File: src/rtl/wavetrace_cmd_decoder.sv
// Purpose : wavetrace host-link command responder; UART bytes -> register bus, read data -> UART bytes.
// Latency : reg_wr/reg_rd one cycle after the last command byte; response byte 0 one cycle after reg_rdata_valid.
// Backpr. : in_ready drops while a bus access or response is in flight; response bytes held on out_ready=0.
//
// Ports:
//   clk, rst                      clock, synchronous active-high reset
//   in_valid/in_ready/in_data     received byte stream (valid/ready)
//   out_valid/out_ready/out_data  response byte stream (valid/ready)
//   reg_wr, reg_rd                one-cycle bus strobes
//   reg_addr, reg_wdata           word address and write data, held until the next command
//   reg_rdata, reg_rdata_valid    read return data and its strobe
//   err_count                     saturating count of discarded words/commands and read timeouts
module wavetrace_cmd_decoder #(
    parameter int          AddrBits      = 16,
    parameter int          TimeoutCycles = 100000,
    parameter logic [31:0] WriteHdr      = 32'hABCD0001,
    parameter logic [31:0] ReadHdr       = 32'hABCD0002
) (
    input  logic                clk,
    input  logic                rst,
    input  logic                in_valid,
    output logic                in_ready,
    input  logic [7:0]          in_data,
    output logic                out_valid,
    input  logic                out_ready,
    output logic [7:0]          out_data,
    output logic                reg_wr,
    output logic                reg_rd,
    output logic [AddrBits-1:0] reg_addr,
    output logic [31:0]         reg_wdata,
    input  logic [31:0]         reg_rdata,
    input  logic                reg_rdata_valid,
    output logic [7:0]          err_count
);

    localparam int CntW = $clog2(TimeoutCycles + 1);

    typedef enum logic [2:0] {
        S_HDR,
        S_ADDR,
        S_DATA,
        S_WR,
        S_RD_REQ,
        S_RD_WAIT,
        S_RD_SEND
    } state_t;

    state_t              r_state;
    logic [1:0]          r_byte_cnt;
    logic [23:0]         r_shift;      // first three bytes of the word being assembled
    logic                r_is_read;
    logic [CntW-1:0]     r_idle_cnt;   // shared: byte-idle timer and read-return timer
    logic [7:0]          r_err_cnt;
    logic                r_reg_wr;
    logic                r_reg_rd;
    logic [AddrBits-1:0] r_reg_addr;
    logic [31:0]         r_reg_wdata;
    logic                r_out_valid;
    logic [7:0]          r_out_data;
    logic [31:0]         r_rsp;        // remaining response bytes, byte 0 in [7:0]
    logic [1:0]          r_out_idx;

    logic        w_rx_state;
    logic        w_accept;
    logic [31:0] w_word;
    logic        w_word_done;
    logic        w_partial;
    logic        w_idle_expired;
    logic        w_err_event;
    logic [31:0] w_rsp_word;

    assign w_rx_state     = (r_state == S_HDR) || (r_state == S_ADDR) || (r_state == S_DATA);
    assign w_accept       = in_valid && in_ready;
    assign w_word         = {in_data, r_shift};
    assign w_word_done    = w_accept && (r_byte_cnt == 2'd3);
    // Idle timing is only meaningful once something has been started.
    assign w_partial      = w_rx_state && !((r_state == S_HDR) && (r_byte_cnt == 2'd0));
    assign w_idle_expired = (r_idle_cnt == CntW'(TimeoutCycles - 1));
    assign w_rsp_word     = reg_rdata_valid ? reg_rdata : 32'hDEADBEEF;

    assign w_err_event = (w_word_done && (r_state == S_HDR) && (w_word != WriteHdr) && (w_word != ReadHdr))
                      || (!w_accept && w_partial && w_idle_expired)
                      || ((r_state == S_RD_WAIT) && !reg_rdata_valid && w_idle_expired);

    // Outputs are masked by rst so nothing handshakes or strobes in the reset cycle itself.
    assign in_ready  = w_rx_state && !rst;
    assign out_valid = r_out_valid && !rst;
    assign reg_wr    = r_reg_wr && !rst;
    assign reg_rd    = r_reg_rd && !rst;
    assign out_data  = r_out_data;
    assign reg_addr  = r_reg_addr;
    assign reg_wdata = r_reg_wdata;
    assign err_count = r_err_cnt;

    always_ff @(posedge clk) begin
        if (rst) begin
            r_state     <= S_HDR;
            r_byte_cnt  <= 2'd0;
            r_shift     <= 24'd0;
            r_is_read   <= 1'b0;
            r_idle_cnt  <= '0;
            r_err_cnt   <= 8'd0;
            r_reg_wr    <= 1'b0;
            r_reg_rd    <= 1'b0;
            r_reg_addr  <= '0;
            r_reg_wdata <= 32'd0;
            r_out_valid <= 1'b0;
            r_out_data  <= 8'd0;
            r_rsp       <= 32'd0;
            r_out_idx   <= 2'd0;
        end else begin
            r_reg_wr <= 1'b0;
            r_reg_rd <= 1'b0;

            case (r_state)
                S_HDR, S_ADDR, S_DATA: begin
                    if (w_accept) begin
                        r_idle_cnt <= '0;
                        r_shift    <= w_word[31:8];
                        r_byte_cnt <= r_byte_cnt + 2'd1;   // wraps to 0 on a complete word
                        if (r_byte_cnt == 2'd3) begin
                            case (r_state)
                                S_HDR: begin
                                    if (w_word == WriteHdr) begin
                                        r_is_read <= 1'b0;
                                        r_state   <= S_ADDR;
                                    end else if (w_word == ReadHdr) begin
                                        r_is_read <= 1'b1;
                                        r_state   <= S_ADDR;
                                    end
                                end
                                S_ADDR: begin
                                    r_reg_addr <= w_word[AddrBits+1:2];
                                    if (r_is_read) begin
                                        r_reg_rd <= 1'b1;
                                        r_state  <= S_RD_REQ;
                                    end else begin
                                        r_state  <= S_DATA;
                                    end
                                end
                                default: begin
                                    r_reg_wdata <= w_word;
                                    r_reg_wr    <= 1'b1;
                                    r_state     <= S_WR;
                                end
                            endcase
                        end
                    end else if (w_partial) begin
                        if (w_idle_expired) begin
                            r_idle_cnt <= '0;
                            r_byte_cnt <= 2'd0;
                            r_state    <= S_HDR;
                        end else begin
                            r_idle_cnt <= r_idle_cnt + CntW'(1);
                        end
                    end else begin
                        r_idle_cnt <= '0;
                    end
                end

                S_WR: begin
                    r_state <= S_HDR;
                end

                S_RD_REQ: begin
                    // A return strobe coincident with reg_rd lands here and is dropped.
                    r_idle_cnt <= '0;
                    r_state    <= S_RD_WAIT;
                end

                S_RD_WAIT: begin
                    if (reg_rdata_valid || w_idle_expired) begin
                        r_rsp       <= w_rsp_word;
                        r_out_data  <= w_rsp_word[7:0];
                        r_out_valid <= 1'b1;
                        r_out_idx   <= 2'd0;
                        r_idle_cnt  <= '0;
                        r_state     <= S_RD_SEND;
                    end else begin
                        r_idle_cnt <= r_idle_cnt + CntW'(1);
                    end
                end

                S_RD_SEND: begin
                    if (r_out_valid && out_ready) begin
                        if (r_out_idx == 2'd3) begin
                            r_out_valid <= 1'b0;
                            r_state     <= S_HDR;
                        end else begin
                            r_out_idx  <= r_out_idx + 2'd1;
                            r_rsp      <= {8'd0, r_rsp[31:8]};
                            r_out_data <= r_rsp[15:8];
                        end
                    end
                end

                default: begin
                    r_state <= S_HDR;
                end
            endcase

            if (w_err_event && (r_err_cnt != 8'hFF)) begin
                r_err_cnt <= r_err_cnt + 8'd1;
            end
        end
    end

endmodule

File: config.mk
export PLATFORM = sky130hd
export DESIGN_NAME = wavetrace_cmd_decoder
export DESIGN_NICKNAME = d
export VERILOG_FILES = /design/src/rtl/wavetrace_cmd_decoder.sv
export SDC_FILE = /design/constraint.sdc
export NUM_CORES = 1
export LEC_CHECK = 0
export BUFFER_PORTS_ARGS = -buffer_cell sky130_fd_sc_hd__clkbuf_2
export CAP_MARGIN = 20
export CORE_MARGIN = 2
export CORE_UTILIZATION = 55
export CTS_CLUSTER_DIAMETER = 150
export DETAILED_ROUTE_END_ITERATION = 6
export PLACE_DENSITY = 0.79
export SLEW_MARGIN = 20
export SYNTH_ARGS = -nofsm -noshare
export SYNTH_HDL_FRONTEND = slang
export SYNTH_SLANG_ARGS = --single-unit
File: constraint.sdc
create_clock -name clk -period 2.3 [get_ports clk]
set_input_delay 0.575 -clock clk [delete_from_list [all_inputs] [get_ports clk]]
set_output_delay 0.575 -clock clk [all_outputs]
set_load 0.01 [all_outputs]
# Word-level counts from Yosys, hierarchy flattened
# Cells that the tools add are included.
[word_totals] register_bits=148 inputBits=45 wordCells=130
[op_classes] add_sub_neg=4 eq_ne=21 mux=41 n_bitwise=5 reduce_logical=45
[ops] operator="32-bit 2-to-1 mux" count=4
[ops] operator="17-bit 2-to-1 mux" count=4
[ops] operator="32-bit equality test (second input constant)" count=2
[ops] operator="32-bit inequality test (second input constant)" count=2
[ops] operator="32-bit one-hot mux with 2 select lines" count=1
[ops] operator="17-bit one-hot mux with 3 select lines" count=1
[ops] operator="3-bit 2-to-1 mux" count=10
[ops] operator="8-bit 2-to-1 mux" count=3
[ops] operator="17-bit by 1-bit adder with 17-bit output (second input constant)" count=1
[ops] operator="17-bit equality test (second input constant)" count=1
[ops] operator="1-bit logical AND" count=17
[ops] operator="8-bit one-hot mux with 2 select lines" count=1
[ops] operator="4-bit AND reduction" count=4
[ops] operator="2-bit 2-to-1 mux" count=6
[ops] operator="3-bit one-hot mux with 4 select lines" count=1
[ops] operator="3-bit equality test (second input constant)" count=3
[ops] operator="3-bit inequality test (second input constant)" count=3
[ops] operator="8-bit by 1-bit adder with 8-bit output (second input constant)" count=1
[ops] operator="8-bit inequality test (second input constant)" count=1
[ops] operator="2-bit nonzero test" count=4
[ops] operator="1-bit 2-to-1 mux" count=7
[ops] operator="7-bit AND reduction" count=1
[ops] operator="2-bit inequality test (second input constant)" count=3
[ops] operator="3-bit one-hot mux with 2 select lines" count=1
[ops] operator="other kinds (21)" count=34

# Logic depth before layout (Yosys ltp)
[depth] ltp_word=12 depth_mapped=10 depth_no_buf=8

# Worst setup path after synthesis
# No wires, ideal clock.
[synth_path] path_kind="input -> register" startpoint="input in_data[4]" endpoint="register r_err_cnt[1], in the netlist err_count[1]" arrival_ns=1.901 t_required_ns=2.172 path_slack_ns=0.271 stages=7 n_path_buf=1 path_cell_list="nor4bb_1 -> nand4_1 -> nor3_1 -> a2bb2oi_1 -> buf_2 -> mux2i_1 -> nor2_1"
[synth_via] elab_chain_cells=6
[synth_lines] item="start: declaration" line="23" text="input logic [7:0] in_data,"
[synth_lines] item="32-bit inequality test" line="81" text="assign w_err_event = (w_word_done && (r_state == S_HDR) && (w_word != WriteHdr) && (w_word != ReadHdr))"
[synth_lines] item="1-bit logical AND" line="81"
[synth_lines] item="1-bit logical AND *" line="81"
[synth_lines] item="1-bit logical OR *" line="82" text="|| (!w_accept && w_partial && w_idle_expired)"
[synth_lines] item="1-bit logical OR *" line="83" text="|| ((r_state == S_RD_WAIT) && !reg_rdata_valid && w_idle_expired);"
[synth_lines] item="1-bit logical AND *" line="202" text="if (w_err_event && (r_err_cnt != 8'hFF)) begin"
[synth_lines] item="end signal: assignment" line="203" text="r_err_cnt <= r_err_cnt + 8'd1;"
[synth_lines] item="end: declaration" line="53" text="logic [7:0] r_err_cnt;"
# Mark *: on every way between the ends. The rest lies on a longest branch, timed or not.
# A chain may end at the register's enable or synchronous reset.

# Worst setup path in the final report
[layout_path] startpoint="register r_state[0]" endpoint="register r_out_data[5], in the netlist out_data[5]"
[layout_via] elab_chain_cells=3
[layout_lines] item="start: declaration" line="48" text="state_t r_state;"
[layout_lines] item="start signal: assignment" line="97" text="r_state <= S_HDR;"
[layout_lines] item="start signal: assignment" line="126" text="r_state <= S_ADDR;"
[layout_lines] item="start signal: assignment" line="129" text="r_state <= S_ADDR;"
[layout_lines] item="3-bit equality test" line="115" text="case (r_state)"
[layout_lines] item="2-bit inequality test (no line), or another cell as far along"
[layout_lines] item="4-bit AND reduction (no line)"
[layout_lines] item="end signal: assignment" line="174" text="r_out_data <= w_rsp_word[7:0];"
[layout_lines] item="end signal: assignment" line="192" text="r_out_data <= r_rsp[15:8];"
[layout_lines] item="end: declaration" line="59" text="logic [7:0] r_out_data;"
# Several ways; a longest one is shown, not always the timed one.

==> flow_summary.toml <==
[worst_setup_path]
critPathMaxStageDelay_ns = 0.42
end_kind = "register"
crit_type = "reg2reg"
worst-endpoint-arrival_ns = 2.59
critPathBufInv = 2
reg2reg_to = "out_data[5]$_SDFFE_PP0P_"
crit_chain = "nor2b_1 -> buf_4 -> and2_1 -> nor4b_4 -> or2_2 -> buf_12 -> nor2_1 -> a311oi_2"
r2r_slack_ns = 0.12
reg2reg_depth = 8
cp_top_family = "simple AND/OR/NAND/NOR gates"
cp.required_ns = 2.71
r2r_start = "r_state[0]$_SDFFE_PP0P_"
slowest_stage = "dfxtp_1"
startpoint_type = "register"
crit_fanout = 25

[sta]
period_minus_slack_ns = 2.18
worst_pin_slew_ns = 0.734
fin_crit_sh_pct = 94.9
setup_viol = 0
max_freq_ghz = 0.458
slew_headroom_pct = 51.1
fin_worst_skew_ns = 0.00845
holdWs_ns = 0.285
rsz0062_at_grt = "false"
drv_slew = 0
hold_viol = 0

[placement]
dp.cells = 944
dp.final_hpwl_mm = 9.64
gp_congestion = 0.831
placed_area_sq_um = 6740
port_buffers = 112

[clock_tree]
htreeDepth = 4
hold_buffers = 0
cts_buffers = 17
clkLatencyLatePin_ns = 0.51
clkTransAtPathRegs_ns = 0.06
cts_tree = "built"
cts_setup_buffers = 0
root_buffer = "clkbuf_8"
cts_resized = 0
clockBufferDepth = 2
cts_sinks = 140

[power_and_ir_drop]
peakVddDrop_v = 0.000899
pwr_density_cell_nw_per_um2 = 743
leakage_nw = 2.89

[final_layout]
postLayoutCellArea_sq_um = 7370
layoutNonFillerInstCount = 977
nets = 874
diodes = 0
drive_gt1_share_pct = 23.1
nFillCells = 882
synthToLayoutAreaGrowth_pct = 22.6

[synth]
ys.flop_type = "dfxtp_1"
synth_nets = 770
synthesis.instances = 720
async_flop_share_pct = 0
synth_cell_types = 56
synth-seq-cells = 140
synth_seq_area_share_pct = 46.6
yosys_warnings = 0
syn_area_per_cell_sq_um = 8.35
synth_edf_count = 0
syn_area_sq_um = 6010

[drt]
drt-total-wl_mm = 14.4
wl_per_cell_um = 14.7
vias_per_cell = 5.52
drcViolationCount = 0
drtIter0Drc = 265
via_count = 5389
dr.pass1.iters = 5
drtAntennaViolNets = 0

[global_routing]
grtUsageMet3_pct = 6.51
grt_use_total_pct = 24.4
grt_max_degree = 81
grt_overflow_total = 0
grt_antenna_before_repair = 0
met2_usage_pct = 43.3
met1_usage_pct = 28.4
gr-max-usage-layer = "met2"
grt_pass1_vias = 5170
grt_pass1_wl_mm = 23.0

[status]
status = "complete, no violations"

[min_path]
holdPathStages = 3
worstHoldStart = "in_data[7]"
holdPathEnd = "r_shift[23]$_SDFFE_PP0P_"
worst_hold_path_type = "in2reg"

[die]
placementRows = 38
core_sq_um = 10700
ios = 113
die_h_um = 109
dieWidth_um = 109
start_util_pct = 56.0
die_area_sq_um = 11800

[run]
drv_cap = 0
synthesized netlist by cell type (2+ instances only):
master / count / area, sq um
o211ai_1: 3 / 22.5
or4_1: 2 / 15.0
nor4bb_1: 2 / 20.0
buf_2: 13 / 65.1
nor4b_1: 4 / 35.0
mux2i_1: 19 / 190
xnor2_1: 6 / 52.6
nor3_1: 5 / 25.0
clkbuf_1: 33 / 124
and4b_1: 2 / 20.0
a31oi_1: 2 / 12.5
nand4_1: 7 / 43.8
a311oi_1: 14 / 123
inv_1: 7 / 26.3
nand3_1: 26 / 130
nor4_1: 2 / 12.5
ha_1: 5 / 62.6
buf_6: 2 / 22.5
xor2_1: 10 / 87.6
nor2_1: 72 / 270
and2_1: 2 / 12.5
o21ai_0: 54 / 270
o31ai_1: 2 / 15.0
nand2b_1: 25 / 156
a211oi_1: 2 / 15.0
dfxtp_1: 140 / 2800
a21o_1: 2 / 15.0
and3_1: 4 / 25.0
a311oi_2: 10 / 150
nand2_1: 139 / 522
buf_4: 11 / 82.6
a2bb2oi_1: 2 / 17.5
or3_1: 7 / 43.8
a21oi_1: 54 / 270
nor2b_1: 7 / 43.8
o21a_1: 3 / 22.5
layout by cell type, fill, tap and decap left out, types with 5 or more instances in the layout:
cell	instances
dfxtp_1	140
nand2_1	139
clkbuf_2	111
nor2_1	72
o21ai_0	54
a21oi_1	54
buf_4	28
nand3_1	26
nand2b_1	25
mux2i_1	19
clkbuf_16	17
a311oi_1	14
a311oi_2	10
xor2_1	10
nand4_1	7
nor2b_1	7
inv_1	7
or3_1	7
xnor2_1	6
clkbuf_8	6
nor3_1	5
ha_1	5
clkbuf_1	5
kinds of logic (layout without fill, tap and decap cells):
logic type      count (synthesis)  count (layout)  synth area share (%)
fa+ha+maj                       5               5                  1.04
simple gates                  317             317                  24.7
mux                            19              19                  3.16
xor+xnor                       16              16                  2.33
buf+inv                        67             184                  5.39
compound gates                156             156                  16.7
flops                         140             140                  46.6
worst register-to-register path: cells and delay by family, from the launching register on:
kind | cells | cell delay [ns]
buffers and inverters | 2 | 0.33
and+or+nand+nor | 5 | 1.05
AOI/OAI and AO/OA | 1 | 0.29
DFF | 1 | 0.42
cell type report:
type                            count  area [sq um]  area share (%)
Multi-Input combinational cell    513          2890            39.2
Clock inverter                      5           104            1.41
Inverter                            8          30.0           0.407
Clock buffer                       27           502            6.81
Tap cell                          140           175            2.38
Timing Repair Buffer              144           871            11.8
Sequential cell                   140          2800            38.0
per-stage QoR:
| step | setup TNS [ns] | setup slack [ns] | util, % | power [mW] |
|---|---|---|---|---|
| after floorplan | 0 | 0.271 | - | 2.65 |
| after global placement | -1.15 | -0.182 | 62.7 | 2.75 |
| after detailed placement | -1.61 | -0.230 | 62.7 | 2.76 |
| after CTS | 0 | 0.101 | 68.4 | 5.51 |
| after global routing | 0 | 0.0147 | 68.6 | 5.65 |
| final | 0 | 0.118 | 68.6 | 5.48 |
power breakdown:
group	switching (mW)	internal, mW
Clock	0.967	1.80
Sequential	0.0346	2.45
Combinational	0.131	0.0948
per-layer routing:
| metal | vias to the layer above | wire [um] |
|---|---|---|
| li1 | 2675 | - |
| met1 | 2561 | 6110 |
| met2 | 130 | 7380 |
| met3 | 23 | 653 |
| met4 | 0 | 227 |
| met5 | - | 0 |
registers in the layout, summed over array words and instances, names as in the netlist:
signal       count
reg_addr        16
r_shift         24
out_data         7
r_out_valid      1
r_idle_cnt      17
r_is_read        1
r_reg_wr         1
r_reg_rd         1
r_state          3
r_rsp           25
reg_wdata       32
r_byte_cnt       2
err_count        8
r_out_idx        2
worst max-delay path by stage:
stage	start	to	slack (ns)	cells past startpoint
after floorplan	in_data[4]	err_count[1]$_SDFFE_PP0P_	0.27	7
after global placement	in_data[4]	err_count[1]$_SDFFE_PP0P_	-0.18	9
after detailed placement	in_data[4]	err_count[1]$_SDFFE_PP0P_	-0.23	9
after CTS	r_state[0]$_SDFFE_PP0P_	out_data[5]$_SDFFE_PP0P_	0.10	8
after global routing	r_idle_cnt[0]$_SDFFE_PP0P_	err_count[7]$_SDFFE_PP0P_	0.01	8
final	r_state[0]$_SDFFE_PP0P_	out_data[5]$_SDFFE_PP0P_	0.12	8
(Power assumes the default switching activity.)
